===== config.mk =====
export PLATFORM = sky130hd
export DESIGN_NAME = pcs_tx_ordered_set
export DESIGN_NICKNAME = d
export VERILOG_FILES = /design/src/rtl/pcs_tx_ordered_set.sv
export SDC_FILE = /design/constraint.sdc
export NUM_CORES = 1
export LEC_CHECK = 0
export ABC_AREA = 1
export CORE_MARGIN = 3
export CORE_UTILIZATION = 40
export DETAILED_ROUTE_END_ITERATION = 10
export PLACE_DENSITY = 0.71
export RECOVER_POWER = 50
export SYNTH_ARGS = -nofsm -noshare
export SYNTH_HDL_FRONTEND = slang
export SYNTH_SLANG_ARGS = --single-unit

===== constraint.sdc =====
create_clock -name GTX_CLK -period 2.2 [get_ports GTX_CLK]
set_clock_uncertainty 0.2 [all_clocks]
set_input_delay 0.22 -clock GTX_CLK [delete_from_list [all_inputs] [get_ports GTX_CLK]]
set_output_delay 0.22 -clock GTX_CLK [all_outputs]
set_load 0.03 [all_outputs]

===== src/rtl/pcs_tx_ordered_set.sv =====
// 1000BASE-X PCS transmit ordered-set generator: GMII TXD/TX_EN/TX_ER in,
// registered code-group stream (/I/ /S/ /D/ /V/ /T/ /R/) out, with idle spacing and counters.
module pcs_tx_ordered_set #(
  parameter logic [7:0] IDLE_D   = 8'h50,
  parameter int         MIN_IDLE = 1,
  parameter int         CNT_W    = 16
) (
  input  logic             GTX_CLK,
  input  logic             mr_main_reset,
  input  logic             xmit,
  input  logic             TX_EN,
  input  logic             TX_ER,
  input  logic [7:0]       TXD,
  input  logic             cnt_clr,
  output logic [7:0]       tx_code,
  output logic             tx_k,
  output logic [2:0]       tx_o_set,
  output logic             tx_even,
  output logic             transmitting,
  output logic [CNT_W-1:0] pkt_cnt,
  output logic [CNT_W-1:0] err_cnt
);

  localparam logic [2:0] TX_TEST_XMIT = 3'd0;
  localparam logic [2:0] IDLE         = 3'd1;
  localparam logic [2:0] SOP          = 3'd2;
  localparam logic [2:0] DATA         = 3'd3;
  localparam logic [2:0] EOP_T        = 3'd4;
  localparam logic [2:0] EPD2         = 3'd5;
  localparam logic [2:0] EPD3         = 3'd6;

  localparam logic [2:0] OS_I = 3'd0;
  localparam logic [2:0] OS_S = 3'd1;
  localparam logic [2:0] OS_D = 3'd2;
  localparam logic [2:0] OS_T = 3'd3;
  localparam logic [2:0] OS_R = 3'd4;
  localparam logic [2:0] OS_V = 3'd5;

  localparam logic [3:0]       MIN_IDLE_L = 4'(MIN_IDLE);
  localparam logic [CNT_W-1:0] CNT_ONE    = {{(CNT_W-1){1'b0}}, 1'b1};

  logic [2:0]       state_q, state_d;
  logic             even_q, even_d;
  logic [3:0]       idle_cnt_q, idle_cnt_d;
  logic             err_flag_q, err_flag_d;
  logic             abort_q, abort_d;
  logic [7:0]       code_q, code_d;
  logic             k_q, k_d;
  logic [2:0]       oset_q, oset_d;
  logic             txing_q, txing_d;
  logic [CNT_W-1:0] pkt_cnt_q, err_cnt_q;
  logic             pkt_inc, err_inc;

  always_comb begin
    state_d    = state_q;
    even_d     = ~even_q;
    idle_cnt_d = idle_cnt_q;
    err_flag_d = err_flag_q;
    abort_d    = abort_q;

    case (state_q)
      TX_TEST_XMIT: begin
        if (xmit && even_d) begin
          state_d    = IDLE;
          idle_cnt_d = MIN_IDLE_L;
        end
      end
      IDLE: begin
        if (!xmit) begin
          state_d = TX_TEST_XMIT;
        end else if (!even_q && TX_EN && idle_cnt_q >= MIN_IDLE_L) begin
          state_d = SOP;
        end else if (!even_d && idle_cnt_q < MIN_IDLE_L) begin
          // an odd idle slot completes one idle ordered set
          idle_cnt_d = idle_cnt_q + 4'd1;
        end
      end
      SOP, DATA: begin
        if (!xmit) begin
          state_d = EOP_T;
          abort_d = 1'b1;
        end else if (TX_EN) begin
          state_d = DATA;
        end else begin
          state_d = EOP_T;
        end
      end
      EOP_T: state_d = EPD2;
      EPD2: begin
        if (!even_d)      state_d = EPD3;
        else if (abort_q) state_d = TX_TEST_XMIT;
        else              state_d = IDLE;
      end
      EPD3:    state_d = abort_q ? TX_TEST_XMIT : IDLE;
      default: state_d = TX_TEST_XMIT;
    endcase

    code_d  = even_d ? 8'hBC : IDLE_D;
    k_d     = even_d;
    oset_d  = OS_I;
    txing_d = 1'b1;
    pkt_inc = 1'b0;
    case (state_d)
      SOP: begin
        code_d     = 8'hFB; k_d = 1'b1; oset_d = OS_S;
        err_flag_d = 1'b0;
        abort_d    = 1'b0;
      end
      DATA: begin
        if (TX_ER) begin
          code_d = 8'hFE; k_d = 1'b1; oset_d = OS_V;
          err_flag_d = 1'b1;
        end else begin
          code_d = TXD; k_d = 1'b0; oset_d = OS_D;
        end
      end
      EOP_T: begin
        code_d     = 8'hFD; k_d = 1'b1; oset_d = OS_T;
        idle_cnt_d = 4'd0;
        pkt_inc    = 1'b1;
      end
      EPD2, EPD3: begin
        code_d = 8'hF7; k_d = 1'b1; oset_d = OS_R;
      end
      default: txing_d = 1'b0;
    endcase
    // abort_d covers a packet cut short in this very cycle
    err_inc = pkt_inc && (err_flag_q || abort_d);
  end

  always_ff @(posedge GTX_CLK or negedge mr_main_reset) begin
    if (!mr_main_reset) begin
      state_q    <= TX_TEST_XMIT;
      even_q     <= 1'b1;
      idle_cnt_q <= MIN_IDLE_L;
      err_flag_q <= 1'b0;
      abort_q    <= 1'b0;
      code_q     <= 8'hBC;
      k_q        <= 1'b1;
      oset_q     <= OS_I;
      txing_q    <= 1'b0;
      pkt_cnt_q  <= '0;
      err_cnt_q  <= '0;
    end else begin
      state_q    <= state_d;
      even_q     <= even_d;
      idle_cnt_q <= idle_cnt_d;
      err_flag_q <= err_flag_d;
      abort_q    <= abort_d;
      code_q     <= code_d;
      k_q        <= k_d;
      oset_q     <= oset_d;
      txing_q    <= txing_d;
      if (cnt_clr) begin
        pkt_cnt_q <= '0;
        err_cnt_q <= '0;
      end else begin
        if (pkt_inc && !(&pkt_cnt_q)) pkt_cnt_q <= pkt_cnt_q + CNT_ONE;
        if (err_inc && !(&err_cnt_q)) err_cnt_q <= err_cnt_q + CNT_ONE;
      end
    end
  end

  assign tx_code      = code_q;
  assign tx_k         = k_q;
  assign tx_o_set     = oset_q;
  assign tx_even      = even_q;
  assign transmitting = txing_q;
  assign pkt_cnt      = pkt_cnt_q;
  assign err_cnt      = err_cnt_q;

endmodule


==> flow_summary.toml, run 1 <==
[critical_path]
worst_setup_path_end_kind = "primary output"
worst_path_dominant_cell_family = "buffers and inverters"
cp-start-kind = "flip-flop"
cpMaxStageDelayCell = "sky130_fd_sc_hd__clkdlybuf4s50_1"
worst-endpoint-required_ns = 1.78
cp_cell_sequence = "clkdlybuf4s50_1"
highest_cell_delay_on_the_worst_timing_path_ns = 0.71
path_class = "reg2out"
crit_buf_inv = 1
worst-path-max-fanout = 5
arrival_time_at_the_worst_endpoint_ns = 1.62

[finish]
post_layout_nets = 490
layout-drive-gt1-share = 0.0869
n_antenna_cell = 0
syn_to_final_growth_pct = 26.8
final_area_um2 = 4010

[yosys]
postSynth.topFlopCell = "sky130_fd_sc_hd__dfrtp_1"
synth.most_common_cell = "sky130_fd_sc_hd__nand2_1"
ys_warn_count = 0
synth_area_per_cell_um2 = 7.82
mappedNetlistArea_um2 = 3160
postSynth.asyncResetShare = 1.00
post_synth_top_cells = "sky130_fd_sc_hd__nand2_1 (97), sky130_fd_sc_hd__inv_1 (48), sky130_fd_sc_hd__dfrtp_1 (47), sky130_fd_sc_hd__nand3_1 (46), sky130_fd_sc_hd__nor2_1 (45)"
synth.largest_area_cell = "sky130_fd_sc_hd__dfrtp_1"
netlist-cell-type-count = 37
synth-seq-cells = 55
number_of_enable_type_register_cells_in_the_synthesized_netlist = 0
post_synth_inst_count = 404
yosys.area.top_type_share = 0.372
mappedNetlistNets = 423
seq_area_frac_synth = 0.439
synth_top_cells_by_area = "sky130_fd_sc_hd__dfrtp_1 (37%), sky130_fd_sc_hd__nand2_1 (12%), sky130_fd_sc_hd__nand3_1 (7.3%)"

[cts]
tritoncts_clock_tree = "built"
root_buffer = "sky130_fd_sc_hd__clkbuf_8"
cts_buffers = 5
clock_sink_total = 55
clk_transition_reported_paths_ns = 0.09
worst_skew_pair.late_latency_ns = 0.31
cts.htree.levels = 2
max-clock-path-buffers = 2

[floorplanning]
area_of_the_die_um2 = 9000
initial_utilization = 0.424
die_width_um = 94.9
top_level_ports = 60
floorplan.die.height_um = 94.9
fp.coreArea_um2 = 7450
core.rowCount = 31

[sta]
grt_setup_unrepaired = "no"
timing.final.setup_violations = 0
finalSetupTns_ns = 0
finalWorstPathRequiredPeriod_ns = 2.04
number_of_slew_limit_violations_in_the_final_report = 0
actual_transition_at_the_worst_max_transition_pin_ns = 1.45
maxClockFrequency_mhz = 490
finalHoldViolations = 0
min_period_over_period = 0.928
slew_headroom = 0.0304

[grt]
use_met1 = 0.241
pin_count_of_the_biggest_net_entering_global_routing = 43
grt_pass1_vias = 2919
globalRouteMet3Util = 0.0422
antenna_found_initial = 0
gr-usage-all-layers = 0.184
grt.overflow.total = 0
globalRoute.busiestLayer = "met2"
groute.layer.met2.usage = 0.301
wire_length_of_the_first_global_routing_pass_um = 13400

[detailed_routing]
vias = 2990
remaining_drc_errors = 0
drtAntennaViolNets = 0
dr.pass1.iters = 4
drtIter0Drc = 176
totalWireLength_um = 7890
wl_per_cell_um = 13.8
detail_route.vias_per_cell = 5.24

[pwr]
maximum_vdd_drop_v = 0.000553
p_leak_nw = 1.94
p_total_mw = 3.02
p_per_area_nw_per_um2 = 754

[outcome]
status = "completed"

[placed_design]
detailed_place_hpwl_um = 5660
place_area_um2 = 3880
buffers_on_ports = 59
routabilityCongestion = 0.869

[worst_hold_path]
min_path_type = "in2reg"

[run]
drv.max_cap_violation_count = 0
==> per-stage QoR <==
stage / hold WS [ns] / cells / utilization / setup slack, ns
after global routing: 0.243 / 571 / 0.538 / 0.0212
after detailed placement: 0.0571 / 561 / 0.522 / 0.102
after floorplan: -0.276 / 404 / - / 0.160
after CTS: 0.244 / 570 / 0.537 / 0.115
final: 0.250 / 571 / 0.538 / 0.159
after global placement: 0.0556 / 561 / 0.522 / 0.174
==> metal layers <==
metal,vias to the layer above,share of wire
met5,-,0
met4,0,0.016
met3,9,0.058
met2,85,0.48
met1,1432,0.44
li1,1464,-
==> placed cells by master (no fill, tap or decap), types with 2 or more instances in the layout <==
cell type,n
sky130_fd_sc_hd__xor2_1,12
sky130_fd_sc_hd__nor2_1,47
sky130_fd_sc_hd__ha_1,5
sky130_fd_sc_hd__dfstp_2,7
sky130_fd_sc_hd__clkbuf_1,4
sky130_fd_sc_hd__o21ai_1,4
sky130_fd_sc_hd__nand2_2,5
sky130_fd_sc_hd__nor3_1,6
sky130_fd_sc_hd__nand3_2,2
sky130_fd_sc_hd__nor2_2,2
sky130_fd_sc_hd__clkbuf_8,5
sky130_fd_sc_hd__dlygate4sd3_1,10
sky130_fd_sc_hd__nand4_1,30
sky130_fd_sc_hd__nand3_1,46
sky130_fd_sc_hd__a21oi_2,3
sky130_fd_sc_hd__nand2_4,3
sky130_fd_sc_hd__buf_4,4
sky130_fd_sc_hd__inv_1,49
sky130_fd_sc_hd__nand2_1,96
sky130_fd_sc_hd__buf_12,2
sky130_fd_sc_hd__o31ai_1,4
sky130_fd_sc_hd__a21oi_1,7
sky130_fd_sc_hd__clkdlybuf4s50_1,49
sky130_fd_sc_hd__nor3_4,2
sky130_fd_sc_hd__dfrtp_1,47
sky130_fd_sc_hd__o21ai_0,7
==> flip-flops by register name, indices dropped and copies added, names as in the netlist <==
| register | cells |
|---|---|
| tx_k | 1 |
| transmitting | 1 |
| abort_q | 1 |
| state_q | 3 |
| err_flag_q | 1 |
| tx_code | 8 |
| idle_cnt_q | 4 |
| pkt_cnt | 16 |
| err_cnt | 16 |
| tx_even | 1 |
| tx_o_set | 3 |
==> cell type report <==
type                    instances  area (µm²)
multi-input cells             290        1520
well taps                      99         124
clock buffers                   7        76.3
clock inverters                 1        30.0
inverters                      52         198
flip-flops and latches         55        1390
repair buffers                 67         668
fillers                       744        3440
==> logic make-up (layout without fill, tap and decap cells) <==
kind of cell / after synthesis / count (layout) / synth area share
adders and majority gates: 5 / 5 / 0.0198
DFF: 55 / 55 / 0.439
xor gates and xnor gates: 13 / 13 / 0.0361
and+or+nand+nor: 243 / 244 / 0.369
buffers and inverters: 60 / 127 / 0.0820
AOI/OAI and AO/OA: 28 / 28 / 0.0539
==> where the power goes <==
part           leakage (nW)  switching (mW)  internal (mW)
Combinational          1.16           0.746          0.357
Clock                0.0524           0.323          0.341
Sequential            0.726          0.0691           1.18
Total                  1.94            1.14           1.88
==> worst paths after layout <==
kind	start	end	slack (ns)	cells after the start
setup / recovery	tx_even	tx_even	0.16	1
max in group asynchronous	mr_main_reset	idle_cnt_q[0]	0.32	3
min in group asynchronous	mr_main_reset	err_cnt[14]	0.58	2
hold reg to reg	idle_cnt_q[3]	idle_cnt_q[3]	0.33	2
hold / removal	TXD[5]	tx_code[5]	0.25	3
setup reg to reg	idle_cnt_q[0]	err_cnt[3]	0.17	11
==> timing repair <==
| item | in CTS | in global routing |
|---|---|---|
| hold endpoints to repair | 18 | 0 |
| resized for setup | 0 | 2 |
| setup buffers | 0 | 0 |
| hold buffers | 1 | 0 |
| setup endpoints to repair | 0 | 14 |
Power figures use the tool's default switching activity.
==> inputs of run 2 (changes only) <==
Settings changed: CELL_PAD_IN_SITES_DETAIL_PLACEMENT set to 1, CELL_PAD_IN_SITES_GLOBAL_PLACEMENT set to 2, CORE_UTILIZATION 40 to 30, HOLD_SLACK_MARGIN set to 0.05, PLACE_DENSITY 0.71 to 0.87.
==> run 2 against run 1 <==
Compared with the run above: critical path depth unchanged; core utilization down 13 points; routed wire length up 19%; flip-flop and latch count unchanged; worst hold slack worse by 0.053 ns; clock power down 7.7%; critical endpoint unchanged; largest cell class unchanged.
==> flow_summary.toml, run 2 (synthesis results as in run 1) <==
[finish]
n_antenna_cell = 0
commonest_cells_after_routing_fill_and_taps_aside = "sky130_fd_sc_hd__nand2_1 (96), sky130_fd_sc_hd__inv_1 (48), sky130_fd_sc_hd__clkdlybuf4s50_1 (48)"
layout-drive-gt1-share = 0.111
final_area_um2 = 4070
most_frequent_standard_cell_in_the_layout_excluding_fill_and_tap_cells = "sky130_fd_sc_hd__nand2_1"
utilization = 0.407
post_layout_nets = 495
syn_to_final_growth_pct = 28.7
non_filler_instance_count_after_layout = 610

[pwr]
p_per_area_nw_per_um2 = 749
p_leak_nw = 1.95
maximum_vdd_drop_v = 0.000480

[detailed_routing]
drtIter0Drc = 121
drtAntennaViolNets = 0
totalWireLength_um = 9370
remaining_drc_errors = 0
detail_route.vias_per_cell = 4.96
vias = 3023
wl_per_cell_um = 15.4
dr.pass1.iters = 4

[sta]
timing.final.setup_violations = 0
actual_transition_at_the_worst_max_transition_pin_ns = 1.29
finalSetupTns_ns = 0
slew_headroom = 0.141
number_of_slew_limit_violations_in_the_final_report = 0
min_period_over_period = 0.944
timing.final.ws_setup_ns = 0.123
finalHoldViolations = 0
maxClockFrequency_mhz = 481
finalWorstPathRequiredPeriod_ns = 2.08

[critical_path]
worst_setup_path_end_kind = "primary output"
cpMaxStageDelayCell = "sky130_fd_sc_hd__clkdlybuf4s50_1"
worst_path_dominant_cell_family = "buffers and inverters"
arrival_time_at_the_worst_endpoint_ns = 1.66
highest_cell_delay_on_the_worst_timing_path_ns = 0.71
path_class = "reg2out"
worst-endpoint-required_ns = 1.78
cp_cell_sequence = "clkdlybuf4s50_1"
worst-path-max-fanout = 5
cp-start-kind = "flip-flop"
crit_buf_inv = 1

[grt]
grt.overflow.total = 0
grt_pass1_vias = 3242
pin_count_of_the_biggest_net_entering_global_routing = 56
gr-usage-all-layers = 0.169
wire_length_of_the_first_global_routing_pass_um = 16100
antenna_found_initial = 0

[placed_design]
placed_cells = 598
buffers_on_ports = 59
place_worst_setup_slack_ns = 0.0800
place_area_um2 = 3940
detailed_place_hpwl_um = 6880
routabilityCongestion = 0.831

[cts]
root_buffer = "sky130_fd_sc_hd__clkbuf_8"
tritoncts_clock_tree = "built"
max-clock-path-buffers = 2
clk_transition_reported_paths_ns = 0.11
cts_buffers = 5
cts.htree.levels = 2
clock_sink_total = 55
worst_skew_pair.late_latency_ns = 0.31

[floorplanning]
fp.coreArea_um2 = 10000
core.rowCount = 36
initial_utilization = 0.316
area_of_the_die_um2 = 11800
top_level_ports = 60
die_width_um = 109
floorplan.die.height_um = 109

[run]
drv.max_cap_violation_count = 0

[outcome]
status = "completed"

[worst_hold_path]
min_path_type = "in2reg"
-- run 2: changes by cell type in the layout (fill, tap and decap cells not counted), sizes merged --
cell | before | now
nand2 | 105 | 104
dlygate4sd3 | 10 | 11
bufinv | 1 | 0
clkdlybuf4s50 | 49 | 48
buf | 6 | 14
clkbuf | 9 | 5
clkinvlp | 0 | 2
inv | 51 | 52
-- run 2: final cells by class --
class | count | area (µm²)
tap | 133 | 166
clock buffer | 5 | 68.8
multi-input combinational | 289 | 1520
sequential | 55 | 1390
inverter | 52 | 198
timing repair buffer | 73 | 703
fill | 1242 | 5930
clock inverter | 3 | 23.8
-- run 2: worst paths after layout --
| check | from | endpoint | slack, ns | cells after the start |
|---|---|---|---|---|
| max in group asynchronous | mr_main_reset | pkt_cnt[1] | 0.33 | 3 |
| min in group asynchronous | mr_main_reset | err_cnt[7] | 0.61 | 3 |
| worst min-delay path | TXD[4] | tx_code[4] | 0.20 | 3 |
| worst max register to register | idle_cnt_q[0] | err_cnt[4] | 0.17 | 11 |
| worst max-delay path | tx_even | tx_even | 0.12 | 1 |
| worst min register to register | idle_cnt_q[3] | idle_cnt_q[3] | 0.32 | 2 |
-- run 2: per-layer routing --
metal,track usage,vias to the layer above,share of wire
met5,0,-,0
met2,0.290,43,0.49
met3,0.0251,9,0.028
met4,0.0379,0,0.012
met1,0.225,1494,0.47
li1,-,1477,-
-- run 2: timing repair --
item | in CTS | in global routing
hold buffers | 1 | 0
endpoints found under the hold margin | 55 | 0
setup buffers | 0 | 3
resized for setup | 0 | 5
endpoints found under the setup margin | 0 | 22
-- run 2: per-stage QoR --
step                power, mW  hold slack [ns]
floorplan                1.99           -0.276
global placement         2.35           0.0444
detailed placement       2.39           0.0465
CTS                      3.01            0.189
global route             3.26            0.205
finish                   3.05            0.196
-- run 2: report_power, final --
part	internal [mW]	leakage (nW)	switching, mW	total, mW
registers	1.19	0.724	0.0721	1.26
clock network	0.229	0.0408	0.384	0.613
logic	0.419	1.18	0.756	1.17
